`src/rtl/ppi_port_handshake_ctrl.sv`:
```
// Handshake sequencer for one 8255 group port.
// Holds the control word and runs Mode 0 (basic I/O) and Mode 1 (strobed I/O).
// Drives the port buffer's ControlEnable/GroupControl and reports status.
module ppi_port_handshake_ctrl #(
    parameter int unsigned SYNC_STAGES = 2
) (
    input  logic       Clk,
    input  logic       ResetN,
    input  logic       WrStrobe,
    input  logic       RdStrobe,
    input  logic       CtrlSel,
    input  logic [7:0] CpuData,
    input  logic       StbN,
    input  logic       AckN,
    output logic       ControlEnable,
    output logic       GroupControl,
    output logic       LatchEn,
    output logic       Ibf,
    output logic       ObfN,
    output logic       Intr,
    output logic [7:0] StatusWord
);

    // Fewer than two stages would leave metastability exposed.
    localparam int unsigned SyncLen = (SYNC_STAGES < 2) ? 2 : SYNC_STAGES;

    typedef enum logic [2:0] {
        StIdle,
        StLatch,
        StFull,
        StRead,
        StWaitAck,
        StAcked
    } stateT;

    stateT stateQ, stateD;

    logic mode1Q, mode1D;
    logic dirInQ, dirInD;
    logic inteQ, inteD;
    logic overrunQ, overrunD;
    logic ceQ, ceD;
    logic gcQ, gcD;
    logic latchEnQ, latchEnD;
    logic ibfQ, ibfD;
    logic obfNQ, obfND;
    logic intrQ, intrD;

    logic [SyncLen-1:0] stbSync, ackSync;
    logic stbPrev, ackPrev;
    logic stbFall, stbRise, ackFall, ackRise;

    logic ctrlWr, dataWr, rdAcc, modeSet, bitSetReset;

    // Edges are registered after the prev stage so the handshake action lands on the
    // (SYNC_STAGES+1)th edge after the first sampling edge.
    always_ff @(posedge Clk or negedge ResetN) begin
        if (!ResetN) begin
            stbSync <= '1;
            ackSync <= '1;
            stbPrev <= 1'b1;
            ackPrev <= 1'b1;
            stbFall <= 1'b0;
            stbRise <= 1'b0;
            ackFall <= 1'b0;
            ackRise <= 1'b0;
        end else begin
            stbSync <= {stbSync[SyncLen-2:0], StbN};
            ackSync <= {ackSync[SyncLen-2:0], AckN};
            stbPrev <= stbSync[SyncLen-1];
            ackPrev <= ackSync[SyncLen-1];
            stbFall <= stbPrev & ~stbSync[SyncLen-1];
            stbRise <= ~stbPrev & stbSync[SyncLen-1];
            ackFall <= ackPrev & ~ackSync[SyncLen-1];
            ackRise <= ~ackPrev & ackSync[SyncLen-1];
        end
    end

    // CPU access decode; a control write swallows any read in the same cycle.
    always_comb begin
        ctrlWr      = WrStrobe & CtrlSel;
        dataWr      = WrStrobe & ~CtrlSel;
        rdAcc       = RdStrobe & ~ctrlWr;
        modeSet     = ctrlWr & CpuData[7] & ~CpuData[6];
        bitSetReset = ctrlWr & ~CpuData[7] & (CpuData[3:1] == 3'b010);
    end

    // Next-state and registered-output logic for configuration and both handshakes.
    always_comb begin
        stateD   = stateQ;
        mode1D   = mode1Q;
        dirInD   = dirInQ;
        inteD    = inteQ;
        overrunD = overrunQ;
        ibfD     = ibfQ;
        obfND    = obfNQ;
        intrD    = intrQ;
        latchEnD = 1'b0;
        // Output direction keeps the buffer enabled continuously.
        ceD      = ~dirInQ;
        gcD      = ~dirInQ;

        if (modeSet) begin
            mode1D   = CpuData[5];
            dirInD   = CpuData[4];
            stateD   = StIdle;
            inteD    = 1'b0;
            overrunD = 1'b0;
            ibfD     = 1'b0;
            obfND    = 1'b1;
            intrD    = 1'b0;
            ceD      = ~CpuData[4];
            gcD      = ~CpuData[4];
        end else begin
            if (bitSetReset) begin
                inteD    = CpuData[0];
                overrunD = 1'b0;
            end

            if (dirInQ && !mode1Q) begin
                if (rdAcc) begin
                    ceD = 1'b1;
                end
            end else if (dirInQ && mode1Q) begin
                unique case (stateQ)
                    StIdle: begin
                        if (stbFall) begin
                            stateD   = StLatch;
                            latchEnD = 1'b1;
                            ceD      = 1'b1;
                        end else if (rdAcc) begin
                            // Stale-data read: pulse the buffer, stay idle.
                            ceD = 1'b1;
                        end
                    end
                    StLatch: begin
                        stateD = StFull;
                        ibfD   = 1'b1;
                        if (stbRise) begin
                            intrD = inteQ;
                        end
                    end
                    StFull: begin
                        if (stbFall) begin
                            overrunD = 1'b1;
                        end
                        if (rdAcc) begin
                            stateD = StRead;
                            intrD  = 1'b0;
                            ceD    = 1'b1;
                        end else if (stbRise) begin
                            intrD = inteQ;
                        end
                    end
                    StRead: begin
                        if (stbFall) begin
                            overrunD = 1'b1;
                        end
                        stateD = StIdle;
                        ibfD   = 1'b0;
                    end
                    default: begin
                        stateD = StIdle;
                    end
                endcase
            end else if (mode1Q) begin
                unique case (stateQ)
                    StIdle: begin
                        if (dataWr) begin
                            stateD = StWaitAck;
                            obfND  = 1'b0;
                            intrD  = 1'b0;
                        end
                    end
                    StWaitAck: begin
                        // A fresh write alongside an ack leaves new data pending.
                        if (dataWr) begin
                            obfND = 1'b0;
                        end else if (ackFall) begin
                            obfND  = 1'b1;
                            stateD = StAcked;
                        end
                    end
                    StAcked: begin
                        if (dataWr) begin
                            stateD = StWaitAck;
                            obfND  = 1'b0;
                            intrD  = 1'b0;
                        end else if (ackRise) begin
                            stateD = StIdle;
                            intrD  = inteQ;
                        end
                    end
                    default: begin
                        stateD = StIdle;
                    end
                endcase
            end

            // Disabling the interrupt drops Intr at once, overriding any handshake update.
            if (bitSetReset && !CpuData[0]) begin
                intrD = 1'b0;
            end
        end
    end

    // State and output registers.
    always_ff @(posedge Clk or negedge ResetN) begin
        if (!ResetN) begin
            stateQ   <= StIdle;
            mode1Q   <= 1'b0;
            dirInQ   <= 1'b1;
            inteQ    <= 1'b0;
            overrunQ <= 1'b0;
            ceQ      <= 1'b0;
            gcQ      <= 1'b0;
            latchEnQ <= 1'b0;
            ibfQ     <= 1'b0;
            obfNQ    <= 1'b1;
            intrQ    <= 1'b0;
        end else begin
            stateQ   <= stateD;
            mode1Q   <= mode1D;
            dirInQ   <= dirInD;
            inteQ    <= inteD;
            overrunQ <= overrunD;
            ceQ      <= ceD;
            gcQ      <= gcD;
            latchEnQ <= latchEnD;
            ibfQ     <= ibfD;
            obfNQ    <= obfND;
            intrQ    <= intrD;
        end
    end

    // Status is a plain concatenation of registered bits.
    always_comb begin
        ControlEnable = ceQ;
        GroupControl  = gcQ;
        LatchEn       = latchEnQ;
        Ibf           = ibfQ;
        ObfN          = obfNQ;
        Intr          = intrQ;
        StatusWord    = {intrQ, inteQ, ibfQ, ~obfNQ, overrunQ, mode1Q, dirInQ, 1'b0};
    end

endmodule

```
`config.mk`:
```
export PLATFORM = sky130hd
export DESIGN_NAME = ppi_port_handshake_ctrl
export DESIGN_NICKNAME = d
export VERILOG_FILES = /design/src/rtl/ppi_port_handshake_ctrl.sv
export SDC_FILE = /design/constraint.sdc
export NUM_CORES = 1
export LEC_CHECK = 0
export BUFFER_PORTS_ARGS = -buffer_cell sky130_fd_sc_hd__buf_4
export CORE_ASPECT_RATIO = 1.4
export CORE_MARGIN = 2
export CORE_UTILIZATION = 49
export CTS_CLUSTER_DIAMETER = 100
export DETAILED_ROUTE_END_ITERATION = 8
export PLACE_DENSITY = 0.79
export SETUP_SLACK_MARGIN = 0.3
export SLEW_MARGIN = 20
export SYNTH_ARGS = -nofsm -noshare
export SYNTH_HDL_FRONTEND = slang
export SYNTH_SLANG_ARGS = --single-unit
```
`constraint.sdc`:
```
create_clock -name Clk -period 1.9 [get_ports Clk]
set_input_delay 0.095 -clock Clk [delete_from_list [all_inputs] [get_ports Clk]]
set_output_delay 0.095 -clock Clk [all_outputs]
set_load 0.1 [all_outputs]
```
==> results.ini, run 1 <==
[status]
status=complete, no violations

[sta]
worst_hold_slack_ns=0.0374
fin_setup_tns_ns=0
finClkSkew_ns=0.00266
fin_crit_sh_pct=83.1
rsz0062_at_grt=yes
hold_viol=0
fin_ws_ns=0.321
finalSetupViolCount=0
drv_slew=0
fmax_mhz=633
fin_crit_ns=1.58

[finish]
reg_top3=stateQ x3, ackSync x2, stbSync x2
nNetsFinal=163
largest_reg_flops=3
final_util_pct=62.1
final_cell_mix=buf_4, nand2_1, dfrtp_1
fill_cells=202
synthToLayoutAreaGrowth_pct=23.8
top_register=stateQ
n_antenna_cell=0
layout.cells.non_filler=170
drive_gt1_share_pct=40.1
final_common_cell=buf_4

[floorplan]
die_h_um=61.9
start_util_pct=50.1
rows=21
fp.dieW_um=45.3
ios=29
core_mm2=0.00234
die_area_mm2=0.00281

[routing]
wl_per_cell_um=15.1
via_per_inst=5.72
ant_nets=0
first_pass_iters=4
drtIter0Drc=20
drc_errors=0
wl_um=2570
dr_total_vias=973

[clocking]
htree_levels=1
clockBufferDepth=2
clk_pin_slew_worst_paths_ns=0.12
cts_tree=done
cts_buffers=3
clk_latency_ns=0.31
cts_root_buf=clkbuf_4
cts.sinks=23

[logic_synthesis]
async_reset_ff_share_pct=100
synth_top_cell_area_share_pct=32.0
synth_edf_count=0
yosys.area.top_type=dfrtp_1
synthTopCellsByArea=dfrtp_1, dfstp_2, buf_4, nand2_1, nor2b_1
ys_ff_latch=23
netlist_area_mm2=0.00117
ys_seq_area_share_pct=49.9
synth.distinct_cells=41
avgSynthCellArea_um2=10.1
synth_flop_cell=dfrtp_1
synth_warnings=0
postSynthCellCount=116
synth_nets=131

[grt]
grt_first_pass_wirelength_um=4020
grt_max_degree=24
overflow=0
grt_pass1_vias=924
antenna_found_initial=0
gr-usage-all-layers_pct=20.0

[run]
maxCapViolCount=0

[power]
p_leak_uw=0.000673
peakVddDrop_mv=0.859
pwr_density_cell_mw_per_mm2=1490

[critical_path]
r2r.worst_path.cells=5
startpoint=stateQ[0]$_DFFE_PN0P_
end_kind=register
crit_type=register to register
rr_startpoint=stateQ[0]$_DFFE_PN0P_
cp_max_fo=11
crit_required_ns=2.11
rrSetupSlack_ns=0.32
reg2reg_to=stateQ[0]$_DFFE_PN0P_
start_kind=register
crit_arrival_ns=1.79

[placed_design]
dp_slack_ns=0.233
dp.cells=155
portBuffers=27
gp_congestion=0.773
hpwl_um=1820

[hold_path]
hp-start=CpuData[0]
hold_end=inteQ$_DFFE_PN0P_
hp-class=primary input to register
holdPathStages=3

[power breakdown]
part	leakage [uW]	internal [uW]	switching, uW
sequential	0.000269	599	150
combinational	0.000389	362	826
clock	0.0000150	82.0	138
total	0.000673	1040	1110
[Yosys cell counts (all sizes together) (3+ instances only)]
cell type and instances:
a21oi 3, a31oi 4, buf 12, dfrtp 15, dfstp 8, inv 3
nand2 14, nand3 4, nor2 9, nor2b 7, nor3 3, o21ai 5
[per-layer routing]
metal	share of wire (%)	wire length, um	track usage (%)
met1	41	1050	23.0
met4	1.8	45	9.66
met3	2.9	74	1.73
met2	55	1400	36.7
met5	0	0	0
[worst max path at each step]
stage,end
6_report,stateQ[0]$_DFFE_PN0P_
3_5_place_dp,stateQ[0]$_DFFE_PN0P_
5_1_grt,Intr$_DFFE_PN0P_
2_1_floorplan,StatusWord[4]
4_1_cts,stateQ[0]$_DFFE_PN0P_
3_3_place_gp,Intr$_DFFE_PN0P_
[metrics by stage]
stage               power [uW]  area (um2)
floorplan                 1680        1170
detailed placement        1850        1330
CTS                       2090        1410
global placement          1810        1330
finish                    2160        1450
global route              2250        1450
[worst max-delay path, stage by stage, from the launching register on]
cell and delay (ns):
dfrtp_2 0.51, or2_1 0.26, a211o_1 0.30, nor2_2 0.11, a211oi_1 0.06, o221a_1 0.24
[cell families (layout without fill, tap and decap cells)]
family | count (synthesis) | after routing | share of synthesized area, %
buffers and inverters | 15 | 46 | 8.22
xor gates and xnor gates | 1 | 1 | 0.747
muxes | 2 | 2 | 1.71
and+or+nand+nor | 51 | 51 | 24.8
AOI/OAI and AO/OA | 23 | 23 | 14.3
other | 1 | 1 | 0.320
DFF | 23 | 23 | 49.9
[what timing repair did]
action	CTS	global route
buffers inserted	2	5
gates resized for setup	1	3
endpoints found under the hold margin	26	0
setup endpoints to repair	2	2
hold buffers	4	0
[cell type report]
| type | count | area, um2 | share of cell area (%) |
|---|---|---|---|
| Clock buffer | 4 | 26.3 | 1.81 |
| Inverter | 3 | 11.3 | 0.776 |
| Multi-Input combinational cell | 78 | 490 | 33.8 |
| Sequential cell | 23 | 592 | 40.8 |
| Tap cell | 23 | 28.8 | 1.98 |
| Timing Repair Buffer | 39 | 303 | 20.9 |
Power figures use the tool's default switching activity.
==> run 2, diff against run 1 <==
==> constraint.sdc (replaced) <==
create_clock -name Clk -period 1.55 [get_ports Clk]
set_input_delay 0.0775 -clock Clk [delete_from_list [all_inputs] [get_ports Clk]]
set_output_delay 0.0775 -clock Clk [all_outputs]
set_load 0.1 [all_outputs]
==> results.ini, run 2 (synthesized netlist as in run 1, its figures left out) <==
[clocking]
cts_buffers=3  ; unchanged
htree_levels=1  ; unchanged
clk_latency_ns=0.32  ; about the same
clk_pin_slew_worst_paths_ns=0.12  ; about the same
cts_root_buf=clkbuf_4
cts.sinks=23  ; unchanged
cts_tree=done
clockBufferDepth=2  ; unchanged

[sta]
fin_crit_sh_pct=101  ; +18 points
finClkSkew_ns=0.00256  ; -0.000105 ns
fin_ws_ns=-0.0182  ; -0.339 ns
fin_crit_ns=1.57  ; -0.0108 ns
fmax_mhz=638  ; +0.69%
hold_viol=0  ; unchanged
drv_slew=0  ; unchanged
rsz0062_at_grt=yes
finalSetupViolCount=1  ; +1

[finish]
final_common_cell=buf_4
fill_cells=173  ; -14%
final_util_pct=69.1  ; +7.0 points
layout.cells.non_filler=179  ; +5.3%
final_cell_mix=buf_4, nand2_1, dfrtp_1
n_antenna_cell=0  ; unchanged
reg_top3=stateQ x3, ackSync x2, stbSync x2
largest_reg_flops=3  ; unchanged
synthToLayoutAreaGrowth_pct=37.8
top_register=stateQ
nNetsFinal=172  ; +5.5%
drive_gt1_share_pct=46.2  ; +6.0 points

[routing]
via_per_inst=5.84  ; +2.1%
wl_per_cell_um=15.6  ; +3.0%
ant_nets=0  ; unchanged
drc_errors=0  ; unchanged
drtIter0Drc=44  ; +120%
wl_um=2780  ; +8.5%
first_pass_iters=4  ; unchanged
dr_total_vias=1046  ; +7.5%

[placed_design]
portBuffers=27  ; unchanged
dp_slack_ns=0.0247  ; -0.208 ns
gp_congestion=0.834  ; +7.9%
hpwl_um=1860  ; +2.2%
dp.cells=161  ; +3.9%

[run]
maxCapViolCount=0  ; unchanged

[critical_path]
crit_arrival_ns=1.78  ; about the same
end_kind=register
cp_max_fo=7  ; -4
start_kind=register
crit_required_ns=1.77  ; -0.34 ns
crit_type=register to register
r2r.worst_path.cells=5  ; unchanged

[hold_path]
hp-class=primary input to register
holdPathStages=3  ; unchanged

[grt]
grt_first_pass_wirelength_um=4280  ; +6.5%
antenna_found_initial=0  ; unchanged
grt_pass1_vias=977  ; +5.7%
grt-busiest-layer=met2
overflow=0  ; unchanged
met1_usage_pct=25.0  ; +1.9 points
met2_usage_pct=36.9  ; +0.20 points
gr-usage-all-layers_pct=21.4  ; +1.4 points
grt_max_degree=24  ; unchanged
use_met3_pct=3.76  ; +2.0 points

[floorplan]
start_util_pct=50.1  ; unchanged
die_area_mm2=0.00281  ; unchanged
core_mm2=0.00234  ; unchanged
die_h_um=61.9  ; unchanged
fp.dieW_um=45.3  ; unchanged
ios=29  ; unchanged
rows=21  ; unchanged

[status]
violations=negative setup slack
status=finished with violations

[power]
finalPower_uw=2960  ; +37%
peakVddDrop_mv=1.04  ; +21%
pwr_density_cell_mw_per_mm2=1830  ; +23%
p_leak_uw=0.000745  ; +11%

[run 2: path summary, 6_finish.rpt]
path / end / start / slack, ns
max: stateQ[0]$_DFFE_PN0P_ / stateQ[2]$_DFFE_PN0P_ / -0.02
min reg2reg: ackSync[1]$_DFF_PN1_ / ackSync[0]$_DFF_PN1_ / 0.37
min: inteQ$_DFFE_PN0P_ / CpuData[0] / 0.02
max reg2reg: stateQ[0]$_DFFE_PN0P_ / stateQ[2]$_DFFE_PN0P_ / -0.02
min in group asynchronous: ackFall$_DFF_PN0_ / ResetN / 0.17
max in group asynchronous: stbPrev$_DFF_PN1_ / ResetN / 1.09
[run 2: critical path, cell delays in order, from the launching register on]
cell	delay, ns
dfrtp_2	0.46
or2_1	0.27
a211o_1	0.31
nor2_2	0.12
a211oi_1	0.06
o221a_1	0.25
[run 2: report_power, final]
group          internal [uW]  total, uW  switching [uW]  leakage (uW)
clock                    101        279             178     0.0000150
combinational            647       1800            1150      0.000461
sequential               745        889             144      0.000269
[run 2: timing repair]
item,CTS,global route
hold buffers,4,0
endpoints found under the setup margin,10,12
pin swaps,3,5
setup buffers,6,4
cloned,0,0
hold endpoints to repair,26,0
gates resized for setup,14,10
[run 2: metrics by stage]
| step | setup TNS (ns) | cell area, um2 | hold slack, ns |
|---|---|---|---|
| after floorplan | 0 | 1190 | -0.218 |
| after global placement | 0 | 1390 | -0.0212 |
| after detailed placement | 0 | 1390 | -0.0162 |
| after CTS | 0 | 1540 | 0.0110 |
| after global routing | -0.0986 | 1620 | 0.0340 |
| final | -0.0182 | 1620 | 0.0158 |
[run 2: final cells by class]
cell class | instances | area (um2) | area share, %
clock buffer | 4 | 26.3 | 1.63
timing repair buffer | 48 | 429 | 26.6
tap | 23 | 28.8 | 1.78
sequential | 23 | 596 | 36.9
multi-input combinational | 78 | 520 | 32.2
inverter | 3 | 15.0 | 0.930
[run 2: layer usage]
metal,part of all wire [%],routed length [um],vias up
met5,0,0,-
met4,4.0,110,0
met3,4.6,127,13
met2,51,1430,44
met1,40,1120,512
li1,-,-,477
==> run 3, diff against run 2 <==
--- a/config.mk
+++ b/config.mk
@@ -6,7 +6,6 @@
 export NUM_CORES = 1
 export LEC_CHECK = 0
 export BUFFER_PORTS_ARGS = -buffer_cell sky130_fd_sc_hd__buf_4
-export CORE_ASPECT_RATIO = 1.4
 export CORE_MARGIN = 2
 export CORE_UTILIZATION = 49
 export CTS_CLUSTER_DIAMETER = 100
==> results.ini, run 3 (synthesized netlist as in run 1, its figures left out) <==
[critical_path]
cp.depth=5  ; unchanged
crit_type=register to register
crit_buf_inv=0  ; unchanged
critPathTopFamily=compound AO/OA/AOI/OAI gates
slowest_delay_ns=0.49  ; +0.03 ns
start_kind=register
crit_required_ns=1.77  ; about the same
end_kind=register
rr_startpoint=stateQ[0]$_DFFE_PN0P_
cp_max_fo=7  ; unchanged
startpoint=stateQ[0]$_DFFE_PN0P_
rrSetupSlack_ns=-0.05  ; -0.03 ns
cp_slowest_cell=dfrtp_2
crit_arrival_ns=1.82  ; +0.04 ns
cp_cell_sequence=or2_1 -> a211o_1 -> nor2_2 -> a211oi_1 -> o221a_1
r2r.worst_path.cells=5  ; unchanged

[finish]
largest_reg_flops=3  ; unchanged
final_area_mm2=0.00168  ; +4.0%
layout.cells.non_filler=185  ; +3.4%
final_cell_mix=buf_4, nand2_1, dfrtp_1
nNetsFinal=173  ; +0.58%
synthToLayoutAreaGrowth_pct=43.2
final_util_pct=75.2  ; +6.1 points
n_antenna_cell=0  ; unchanged
reg_top3=stateQ x3, ackSync x2, stbSync x2
drive_gt1_share_pct=49.0  ; +2.9 points
top_register=stateQ
final_common_cell=buf_4

[sta]
finClkSkew_ns=0.0127  ; +0.0101 ns
drv_slew=0  ; unchanged
fin_crit_ns=1.60  ; +0.0296 ns
fin_crit_sh_pct=103  ; +1.9 points
fmax_mhz=626  ; -1.9%
finalSetupViolCount=2  ; +1
fin_ws_ns=-0.0478  ; -0.0296 ns
rsz0062_at_grt=yes
hold_viol=0  ; unchanged

[clocking]
clockBufferDepth=2  ; unchanged
cts_buffers=3  ; unchanged
cts_root_buf=clkbuf_4
cts.sinks=23  ; unchanged
htree_levels=1  ; unchanged
clk_latency_ns=0.31  ; about the same
cts_tree=done
clk_pin_slew_worst_paths_ns=0.14  ; +0.02 ns

[floorplan]
die_h_um=52.9  ; -14%
fp.dieW_um=52.9  ; +17%
die_area_mm2=0.00280  ; -0.19%
rows=17  ; -19%
ios=29  ; unchanged
core_mm2=0.00223  ; -4.5%
start_util_pct=52.5  ; +2.4 points

[placed_design]
dp.cells=167  ; +3.7%
hpwl_um=1880  ; +1.3%
gp_congestion=0.852  ; +2.2%
dp_slack_ns=0.000103  ; -0.0246 ns
place_area_mm2=0.00140  ; +0.99%
portBuffers=27  ; unchanged

[power]
p_leak_uw=0.000753  ; +1.1%
peakVddDrop_mv=1.46  ; +41%
pwr_density_cell_mw_per_mm2=1890  ; +3.0%

[run]
maxCapViolCount=0  ; unchanged

[routing]
via_per_inst=5.66  ; -3.1%
wl_um=2970  ; +6.8%
drtIter0Drc=47  ; +6.8%
first_pass_iters=4  ; unchanged
wl_per_cell_um=16.1  ; +3.3%
ant_nets=0  ; unchanged
drc_errors=0  ; unchanged
dr_total_vias=1048  ; +0.19%

[grt]
antenna_found_initial=0  ; unchanged
overflow=0  ; unchanged
grt_first_pass_wirelength_um=4260  ; -0.63%
grt_max_degree=24  ; unchanged
grt_pass1_vias=950  ; -2.8%
gr-usage-all-layers_pct=21.6  ; +0.17 points

[hold_path]
hp-class=primary input to register
holdPathStages=3  ; unchanged
hp-start=CpuData[0]

[status]
violations=negative setup slack
status=finished with violations

-- run 3: worst register-to-register path, cell delays in order, from the launching register on --
cell	delay (ns)
dfrtp_2	0.49
or2_1	0.26
a211o_1	0.30
nor2_2	0.14
a211oi_1	0.08
o221a_1	0.25
-- run 3: worst paths after layout --
check                                          to
min in group asynchronous  GroupControl$_DFF_PN0_
hold reg to reg              stbSync[1]$_DFF_PN1_
max in group asynchronous    stbSync[0]$_DFF_PN1_
setup reg to reg            stateQ[0]$_DFFE_PN0P_
setup / recovery            stateQ[0]$_DFFE_PN0P_
hold / removal                  inteQ$_DFFE_PN0P_
-- run 3: routing by layer --
| metal | track usage, % | part of all wire, % | vias to the layer above |
|---|---|---|---|
| met5 | 0 | 0 | - |
| met3 | 3.39 | 5.3 | 13 |
| met1 | 26.0 | 41 | 506 |
| met2 | 38.8 | 51 | 50 |
| met4 | 7.69 | 3.2 | 0 |
| li1 | - | - | 479 |
-- run 3: metrics by stage --
stage,power (uW),setup TNS (ns),hold slack (ns)
CTS,2900,0,0.0237
global route,3300,-0.179,0.0319
global placement,2350,0,-0.0172
floorplan,2090,0,-0.218
detailed placement,2380,0,-0.0134
finish,3170,-0.0515,0.0260
-- run 3: final cells by class --
cell class	instances	area [um2]
clock buffer	3	22.5
clock inverter	1	7.51
fill	150	554
inverter	3	15.0
multi-input combinational	78	539
sequential	23	596
tap	28	35.0
timing repair buffer	49	464
-- run 3: timing repair --
item                                    in CTS  in global routing
gates resized for setup                     15                 17
pin swaps                                    1                  4
endpoints found under the hold margin       26                  0
hold buffers                                 4                  0
endpoints found under the setup margin      10                 12
cloned                                       0                  1
setup buffers                                6                  3
-- run 3: power breakdown --
group | switching (uW) | internal [uW] | total (uW)
Combinational | 1220 | 770 | 1990
Sequential | 151 | 745 | 896
Clock | 189 | 98.3 | 287
Total | 1560 | 1610 | 3170
